==> src/rtl/play_ctrl.sv <==
// play_ctrl: transport-control front end for the music player.
//
// Synchronizes, debounces and one-pulses the raw play, stop and next
// pushbuttons. Runs the STOP/PLAY/PAUSE state machine and produces the step
// tick and the 4-bit playback position. The LED progress chaser consumes
// play_pause as its enable and tick as its step clock.
//
// Ports:
//   clk        in   single clock, rising edge
//   rst        in   asynchronous active-low reset
//   btn_play   in   raw play/pause button (async, bouncy, active-high)
//   btn_stop   in   raw stop button
//   btn_next   in   raw skip-forward button
//   play_pause out  registered, 1 exactly while state is PLAY
//   tick       out  registered one-cycle pulse on each position step
//   pos        out  registered playback position 0..15
//   state      out  registered state: STOP=00, PLAY=01, PAUSE=10
//
// Build option: define PLAY_CTRL_AUTOSTOP_EN to make a step that wraps pos
// from 15 to 0 return to STOP instead of looping.
//
// state    | meaning
// ---------+------------------------------------------------------------
// ST_STOP  | idle, pos and cnt cleared, waiting for play
// ST_PLAY  | step counter running, tick/pos advance every TICK_DIV cycles
// ST_PAUSE | cnt and pos frozen, play resumes from held cnt

module play_ctrl #(
    parameter int DEBOUNCE_LEN = 16,
    parameter int TICK_DIV     = 12_500_000
) (
    input  logic       clk,
    input  logic       rst,
    input  logic       btn_play,
    input  logic       btn_stop,
    input  logic       btn_next,
    output logic       play_pause,
    output logic       tick,
    output logic [3:0] pos,
    output logic [1:0] state
);

    localparam int DB_W  = $clog2(DEBOUNCE_LEN);
    localparam int CNT_W = $clog2(TICK_DIV);

    typedef enum logic [1:0] {
        ST_STOP  = 2'b00,
        ST_PLAY  = 2'b01,
        ST_PAUSE = 2'b10
    } state_t;

    // Button bit order in the vectors below: [2]=play, [1]=stop, [0]=next.
    logic [2:0]      btn_raw;
    logic [2:0]      sync1;
    logic [2:0]      sync2;
    logic [2:0]      deb;
    logic [2:0]      deb_q;
    logic [2:0]      pulse;
    logic [DB_W-1:0] db_cnt [3];

    logic            p_play;
    logic            p_stop;
    logic            p_next;

    state_t          cur_state;
    state_t          nxt_state;
    logic [CNT_W-1:0] cnt;
    logic [CNT_W-1:0] nxt_cnt;
    logic [3:0]      nxt_pos;
    logic            nxt_tick;
    logic            step_due;

    assign btn_raw = {btn_play, btn_stop, btn_next};
    assign p_play  = pulse[2];
    assign p_stop  = pulse[1];
    assign p_next  = pulse[0];

    // Debounce: the counter only runs while the synchronized level disagrees
    // with the debounced level, so any disagreement shorter than
    // DEBOUNCE_LEN cycles is discarded. Only rising debounced edges pulse.
    always_ff @(posedge clk or negedge rst) begin
        if (!rst) begin
            sync1 <= '0;
            sync2 <= '0;
            deb   <= '0;
            deb_q <= '0;
            pulse <= '0;
            for (int i = 0; i < 3; i++) begin
                db_cnt[i] <= '0;
            end
        end else begin
            sync1 <= btn_raw;
            sync2 <= sync1;
            deb_q <= deb;
            pulse <= deb & ~deb_q;
            for (int i = 0; i < 3; i++) begin
                if (sync2[i] == deb[i]) begin
                    db_cnt[i] <= '0;
                end else if (db_cnt[i] == DB_W'(DEBOUNCE_LEN - 1)) begin
                    deb[i]    <= ~deb[i];
                    db_cnt[i] <= '0;
                end else begin
                    db_cnt[i] <= db_cnt[i] + 1'b1;
                end
            end
        end
    end

    assign step_due = (cur_state == ST_PLAY) && (cnt == CNT_W'(TICK_DIV - 1));

    always_comb begin
        nxt_state = cur_state;
        nxt_cnt   = cnt;
        nxt_pos   = pos;
        nxt_tick  = 1'b0;
        if (p_stop) begin
            nxt_state = ST_STOP;
            nxt_cnt   = '0;
            nxt_pos   = '0;
        end else begin
            case (cur_state)
                ST_STOP: begin
                    if (p_play) begin
                        nxt_state = ST_PLAY;
                        nxt_cnt   = '0;
                        nxt_pos   = '0;
                    end
                end
                ST_PLAY: begin
                    if (p_play) begin
                        nxt_state = ST_PAUSE;
                    end
                    // A skip absorbs a coincident step; a pause drops it.
                    if (p_next) begin
                        nxt_pos = pos + 4'd1;
                        nxt_cnt = '0;
                    end else if (!p_play) begin
                        if (step_due) begin
                            nxt_cnt  = '0;
                            nxt_pos  = pos + 4'd1;
                            nxt_tick = 1'b1;
`ifdef PLAY_CTRL_AUTOSTOP_EN
                            if (pos == 4'd15) begin
                                nxt_state = ST_STOP;
                                nxt_pos   = '0;
                            end
`endif
                        end else begin
                            nxt_cnt = cnt + 1'b1;
                        end
                    end
                end
                ST_PAUSE: begin
                    if (p_play) begin
                        nxt_state = ST_PLAY;
                    end
                    if (p_next) begin
                        nxt_pos = pos + 4'd1;
                        nxt_cnt = '0;
                    end
                end
                default: begin
                    nxt_state = ST_STOP;
                    nxt_cnt   = '0;
                    nxt_pos   = '0;
                end
            endcase
        end
    end

    always_ff @(posedge clk or negedge rst) begin
        if (!rst) begin
            cur_state  <= ST_STOP;
            cnt        <= '0;
            pos        <= '0;
            tick       <= 1'b0;
            play_pause <= 1'b0;
        end else begin
            cur_state  <= nxt_state;
            cnt        <= nxt_cnt;
            pos        <= nxt_pos;
            tick       <= nxt_tick;
            play_pause <= (nxt_state == ST_PLAY);
        end
    end

    assign state = cur_state;

endmodule
==> config.mk <==
export PLATFORM = sky130hd
export DESIGN_NAME = play_ctrl
export DESIGN_NICKNAME = d
export VERILOG_FILES = /design/src/rtl/play_ctrl.sv
export SDC_FILE = /design/constraint.sdc
export NUM_CORES = 1
export LEC_CHECK = 0
export BUFFER_PORTS_ARGS = -buffer_cell sky130_fd_sc_hd__buf_2
export CORE_AREA = 2 2 84 86
export CTS_BUF_LIST = sky130_fd_sc_hd__clkbuf_16
export DETAILED_ROUTE_END_ITERATION = 12
export DIE_AREA = 0 0 86 88
export HOLD_SLACK_MARGIN = 0.12
export SYNTH_ARGS = -nofsm -noshare
export SYNTH_HDL_FRONTEND = slang
export SYNTH_SLANG_ARGS = --single-unit
==> constraint.sdc <==
create_clock -name clk -period 2.3 [get_ports clk]
set_input_delay 0.46 -clock clk [delete_from_list [all_inputs] [get_ports clk]]
set_output_delay 0.46 -clock clk [all_outputs]
set_load 0.1 [all_outputs]
* Word level (Yosys, flattened, before mapping)
Cells that the tools add are included.
** Storage, ports and cells
- Output and inout bits :: 8
- Word-level logic and storage cells :: 79
- Register bits after elaboration :: 59
- Input bits :: 5
** Cells by class
- Multiplexer cells :: 29
- Reduce and logical (&&, ||, !) cells :: 8
- $add $sub $neg :: 5
- Bitwise gates (word level) :: 8
- Equal/unequal tests :: 14
** Operator list (count)
- 24-bit 2-to-1 mux :: 6
- 24-bit case mux with 3 select lines :: 1
- 4-bit 2-to-1 mux :: 12
- 24-bit by 1-bit adder with 24-bit output, second input constant :: 1
- 24-bit == test, second input constant :: 1
- 4-bit by 1-bit adder with 4-bit output, second input constant :: 4
- 4-bit == test, second input constant :: 3
- 4-bit case mux with 3 select lines :: 1
- 4-bit inequality test, second input constant :: 2
- 2-bit 2-to-1 mux :: 3
- 3-bit inequality test, second input constant :: 2
- 1-bit inverter :: 6
- 2-bit AND reduction :: 3
- 1-bit 2-to-1 mux :: 5
- 2-bit by 1-bit == test with 1-bit output, second input constant :: 2
- 2-bit case mux with 2 select lines :: 1
- 4-bit AND reduction :: 1
- 3-bit bitwise AND :: 1
- 1-bit == test :: 3
- 3-bit inverter :: 1
- 3-bit AND reduction :: 1
- 2-bit == test, second input constant :: 1
- 2-bit zero test :: 1
- 2-bit OR reduction :: 1
- 1-bit logical AND :: 1

* Logic depth before layout (Yosys ltp)
- Depth after elaboration :: 7
- Mapped depth :: 8
- Depth with buffers taken out :: 7

* Least setup slack after synthesis
OpenSTA, ideal clock, no wires.
- Path type :: flip-flop to flip-flop
- Start point :: register cur_state[0] (netlist: state[0])
- End point :: register cnt[10]
- Clock period less this slack :: 2.519 ns
- Stages on the path, launching flop included :: 7
- Setup slack :: -0.219 ns
- Buffers on the path :: 1
- Data arrival time :: 2.439 ns
- Cells stage by stage :: dfrtp_1 -> ha_1 -> or3b_1 -> buf_2 -> a21o_2 -> or3_1 -> mux2i_1
** On the way
- Longest elaborated chain between the ends :: 7
- Elaborated cells between the ends (all ways) :: 13
** RTL lines
- start: declaration :: line 65 : state_t cur_state;
- start signal: assignment :: line 179 : cur_state <= nxt_state;
- 2-bit by 1-bit == test with 1-bit output :: line 109, 121
- 1-bit logical AND :: line 109 : assign step_due = (cur_state == ST_PLAY) && (cnt == CNT_W'(TICK_DIV - 1));
- 24-bit 2-to-1 mux :: line 138 : if (step_due) begin
- 24-bit 2-to-1 mux :: line 137 : end else if (!p_play) begin
- 24-bit 2-to-1 mux :: line 134 : if (p_next) begin
- 24-bit case mux with 3 select lines :: line 121 : case (cur_state)
- 24-bit 2-to-1 mux :: line 116 : if (p_stop) begin
- end signal: assignment :: line 180 : cnt <= nxt_cnt;
- end: declaration :: line 67 : logic [CNT_W-1:0] cnt;
Parallel ways exist; a longest one is shown, timed or not. The select of a mux whose other input is x is not followed.
A chain may end at the register's enable or synchronous reset.

* Worst setup path after layout
- Start point :: register cur_state[1] (netlist: state[1])
- End point :: register cnt[10]
Same word-level chain as after synthesis.

==> flow_metrics.tcl <==
set metrics [dict create \
    status "complete, no violations" \
    fmax_mhz 471 \
    setup_viol_count_final 0 \
    async_flop_share 1.00 \
    peakVddDrop_v 0.000460 \
    drv_slew 0 \
    rsz0062_at_grt "false" \
    gp_congestion 0.780 \
    io_buffers 12 \
    power_uw 2560 \
    die_h_um 88 \
    clk_pin_slew_ns 0.05 \
    drt_wl_total_um 5580 \
    synth_cell_types 51 \
    required_ns 2.54 \
    critPathTopFamily "simple AND/OR/NAND/NOR gates" \
    synth_area_leaders "dfrtp_1, ha_1, xnor2_1, a21oi_1, o21ai_0" \
    whs_ns 0.125 \
    cts_tree "yes" \
    period_minus_slack_ns 2.12 \
    final_design_area_no_fill_mm2 0.00339 \
    layout-drive-gt1-share 0.172 \
    syn-num-nets 291 \
    nets 311 \
    leakagePower_uw 0.00154 \
    area_growth_pct 17.0 \
    synth_top_area_share 0.509 \
    antenna_cells 0 \
    antenna_found_initial 0 \
    synth-edff-count 0 \
    viasPerCell 5.50 \
    critPathBufInv 1 \
    dieArea_mm2 0.00757 \
    cts_hold_buf 0 \
    drt-pass1-iter-count 4 \
    grt_remaining_overflow 0 \
    crit_slowest_cell "or3b_1" \
    r2r_cells 6 \
    r2r_setup_slack_ns 0.18 \
    r2r_end "cnt[10]$_DFFE_PN0P_" \
    r2r_start "state[1]$_DFF_PN0_" \
    clk_path_buf_depth 2 \
    period_share 0.923 \
    placed_area_mm2 0.00306 \
    hp-class "in2async" \
    ys_seq_area_frac 0.509 \
    initialDrtViolationCount 153 \
    power_density_mw_per_mm2 754 \
    clkSinkCount 59 \
    design.core.area_mm2 0.00664 \
    start_util 0.437 \
    synth.largest_area_cell "dfrtp_1" \
    cts_resized 0 \
    synthCells 277 \
    arrival_ns 2.37 \
    clock_latency_ns 0.32 \
    cp_max_fo 6 \
    grt_max_degree 38 \
    avgSynthCellArea_um2 10.5 \
    cts_buffers 9 \
    critical_path_class "reg2reg" \
    ys_warn_count 0 \
    fin_setup_tns_ns 0 \
    crit_chain "inv_1 -> ha_1 -> or3b_1 -> a21o_2 -> or3_1 -> mux2i_1" \
    die_w_um 86 \
    rows 30 \
    relSlewSlack 0.631 \
    pin_count 13 \
    dr_total_vias 2102 \
    cap_violations 0 \
    cts_max_level 3 \
    cts-root-buf "clkbuf_16" \
    clock_skew_ns 0.00598 \
    post_drt_wl_per_cell_um 14.6 \
    worst_pin_slew_ns 0.553 \
    crit_path_start_kind "flip-flop" \
    critPathCaptureType "flip-flop" \
    syn_area_mm2 0.00290 \
    synth-main-ff-cell "dfrtp_1" \
    dp_hpwl_um 3660 \
    slowest_delay_ns 0.52 \
    ant_nets 0 \
    ys_ff_latch 59 \
    grt_pass1_vias 2054 \
    grt_use_total 0.167 \
    grt_pass1_wl_um 9740 \
    hold_viol_final 0 \
    drc 0 \
]
cells in the final DEF, fill, tap and decap left out, types with 4 or more instances in the layout:
cell type	synthesis	final
nor3b_1	4	4
and3_1	4	4
a22o_1	4	4
nor4_1	4	4
clkbuf_16	0	9
nand2_1	18	18
inv_1	11	13
dfrtp_1	59	57
a21oi_1	15	15
o21ai_1	4	4
nor2_1	17	17
a21o_1	6	6
nand3_1	13	13
buf_4	2	6
nor2b_1	9	9
ha_1	9	9
nand3b_1	4	4
o21ai_0	14	14
nor3_1	5	5
nand4_1	9	9
nand2b_1	4	4
buf_2	5	12
xnor2_1	11	11
where the power goes:
| part | internal [uW] | total [uW] | switching, uW |
|---|---|---|---|
| registers | 1060 | 1080 | 16.5 |
| clock network | 934 | 1370 | 440 |
| logic | 38.4 | 110 | 71.6 |
| total | 2030 | 2560 | 528 |
layer usage:
metal,up-vias,GRT usage,part of all wire
li1,1038,-,-
met1,1020,0.231,0.50
met2,33,0.249,0.45
met3,11,0.0349,0.030
met4,0,0.0823,0.023
met5,-,0,0
area by class of cell:
class	instances	area, um^2
timing repair buffer	20	145
sequential	59	1480
fill	603	3250
inverter	11	41.3
clock buffer	9	225
clock inverter	7	85.1
tap	80	100
multi-input combinational	196	1320
stage by stage:
stage / setup WS (ns) / utilization / instances
2_1_floorplan: 0.0912 / - / 277
3_3_place_gp: 0.219 / 0.460 / 364
3_5_place_dp: 0.132 / 0.460 / 364
4_1_cts: 0.0822 / 0.507 / 380
5_1_grt: 0.0710 / 0.511 / 382
6_report: 0.177 / 0.511 / 382
Yosys cell counts, types with 3 or more instances:
cell type,number
inv_1,11
nand2_1,18
buf_2,5
nor2_1,17
nand3b_1,4
and3_1,4
nor3_1,5
a22o_1,4
a21o_1,6
a31oi_1,4
mux2_2,3
nand4_1,9
nor3b_1,4
dfrtp_1,59
nor4_1,4
a21oi_1,15
o31ai_1,3
mux2i_1,3
and2_1,3
nand3_1,13
o21ai_1,4
o21ai_0,14
xnor2_1,11
ha_1,9
nand2b_1,4
nor2b_1,9
cell families (layout without fill, tap and decap cells):
logic type,Yosys count,in the layout,share of synthesized area
and+or+nand+nor,111,111,0.220
muxes,6,6,0.0220
AOI/OAI and AO/OA,59,59,0.138
adders and majority gates,9,9,0.0388
xor gates and xnor gates,11,11,0.0332
buffers and inverters,22,47,0.0384
DFF,59,59,0.509
state kept, by name, summed over array words and instances (netlist names), 3 cells and up:
name,cells
deb,3
sync1,3
db_cnt,12
pulse,3
cnt,24
sync2,3
deb_q,3
pos,4
worst max path at each step:
| stage | from | to | slack (ns) | depth (start not counted) |
|---|---|---|---|---|
| global route | state[1]$_DFF_PN0_ | cnt[10]$_DFFE_PN0P_ | 0.07 | 6 |
| global placement | state[1]$_DFF_PN0_ | cnt[15]$_DFFE_PN0P_ | 0.22 | 6 |
| CTS | state[1]$_DFF_PN0_ | cnt[15]$_DFFE_PN0P_ | 0.08 | 6 |
| floorplan | state[0]$_DFF_PN0_ | cnt[10]$_DFFE_PN0P_ | 0.09 | 6 |
| finish | state[1]$_DFF_PN0_ | cnt[10]$_DFFE_PN0P_ | 0.18 | 6 |
| detailed placement | state[1]$_DFF_PN0_ | cnt[15]$_DFFE_PN0P_ | 0.13 | 6 |
repair_timing:
item | 4_1_cts | 5_1_grt
setup endpoints to repair | 0 | 2
setup buffers | 0 | 2
hold endpoints to repair | 0 | 0
(Power assumes the default switching activity.)
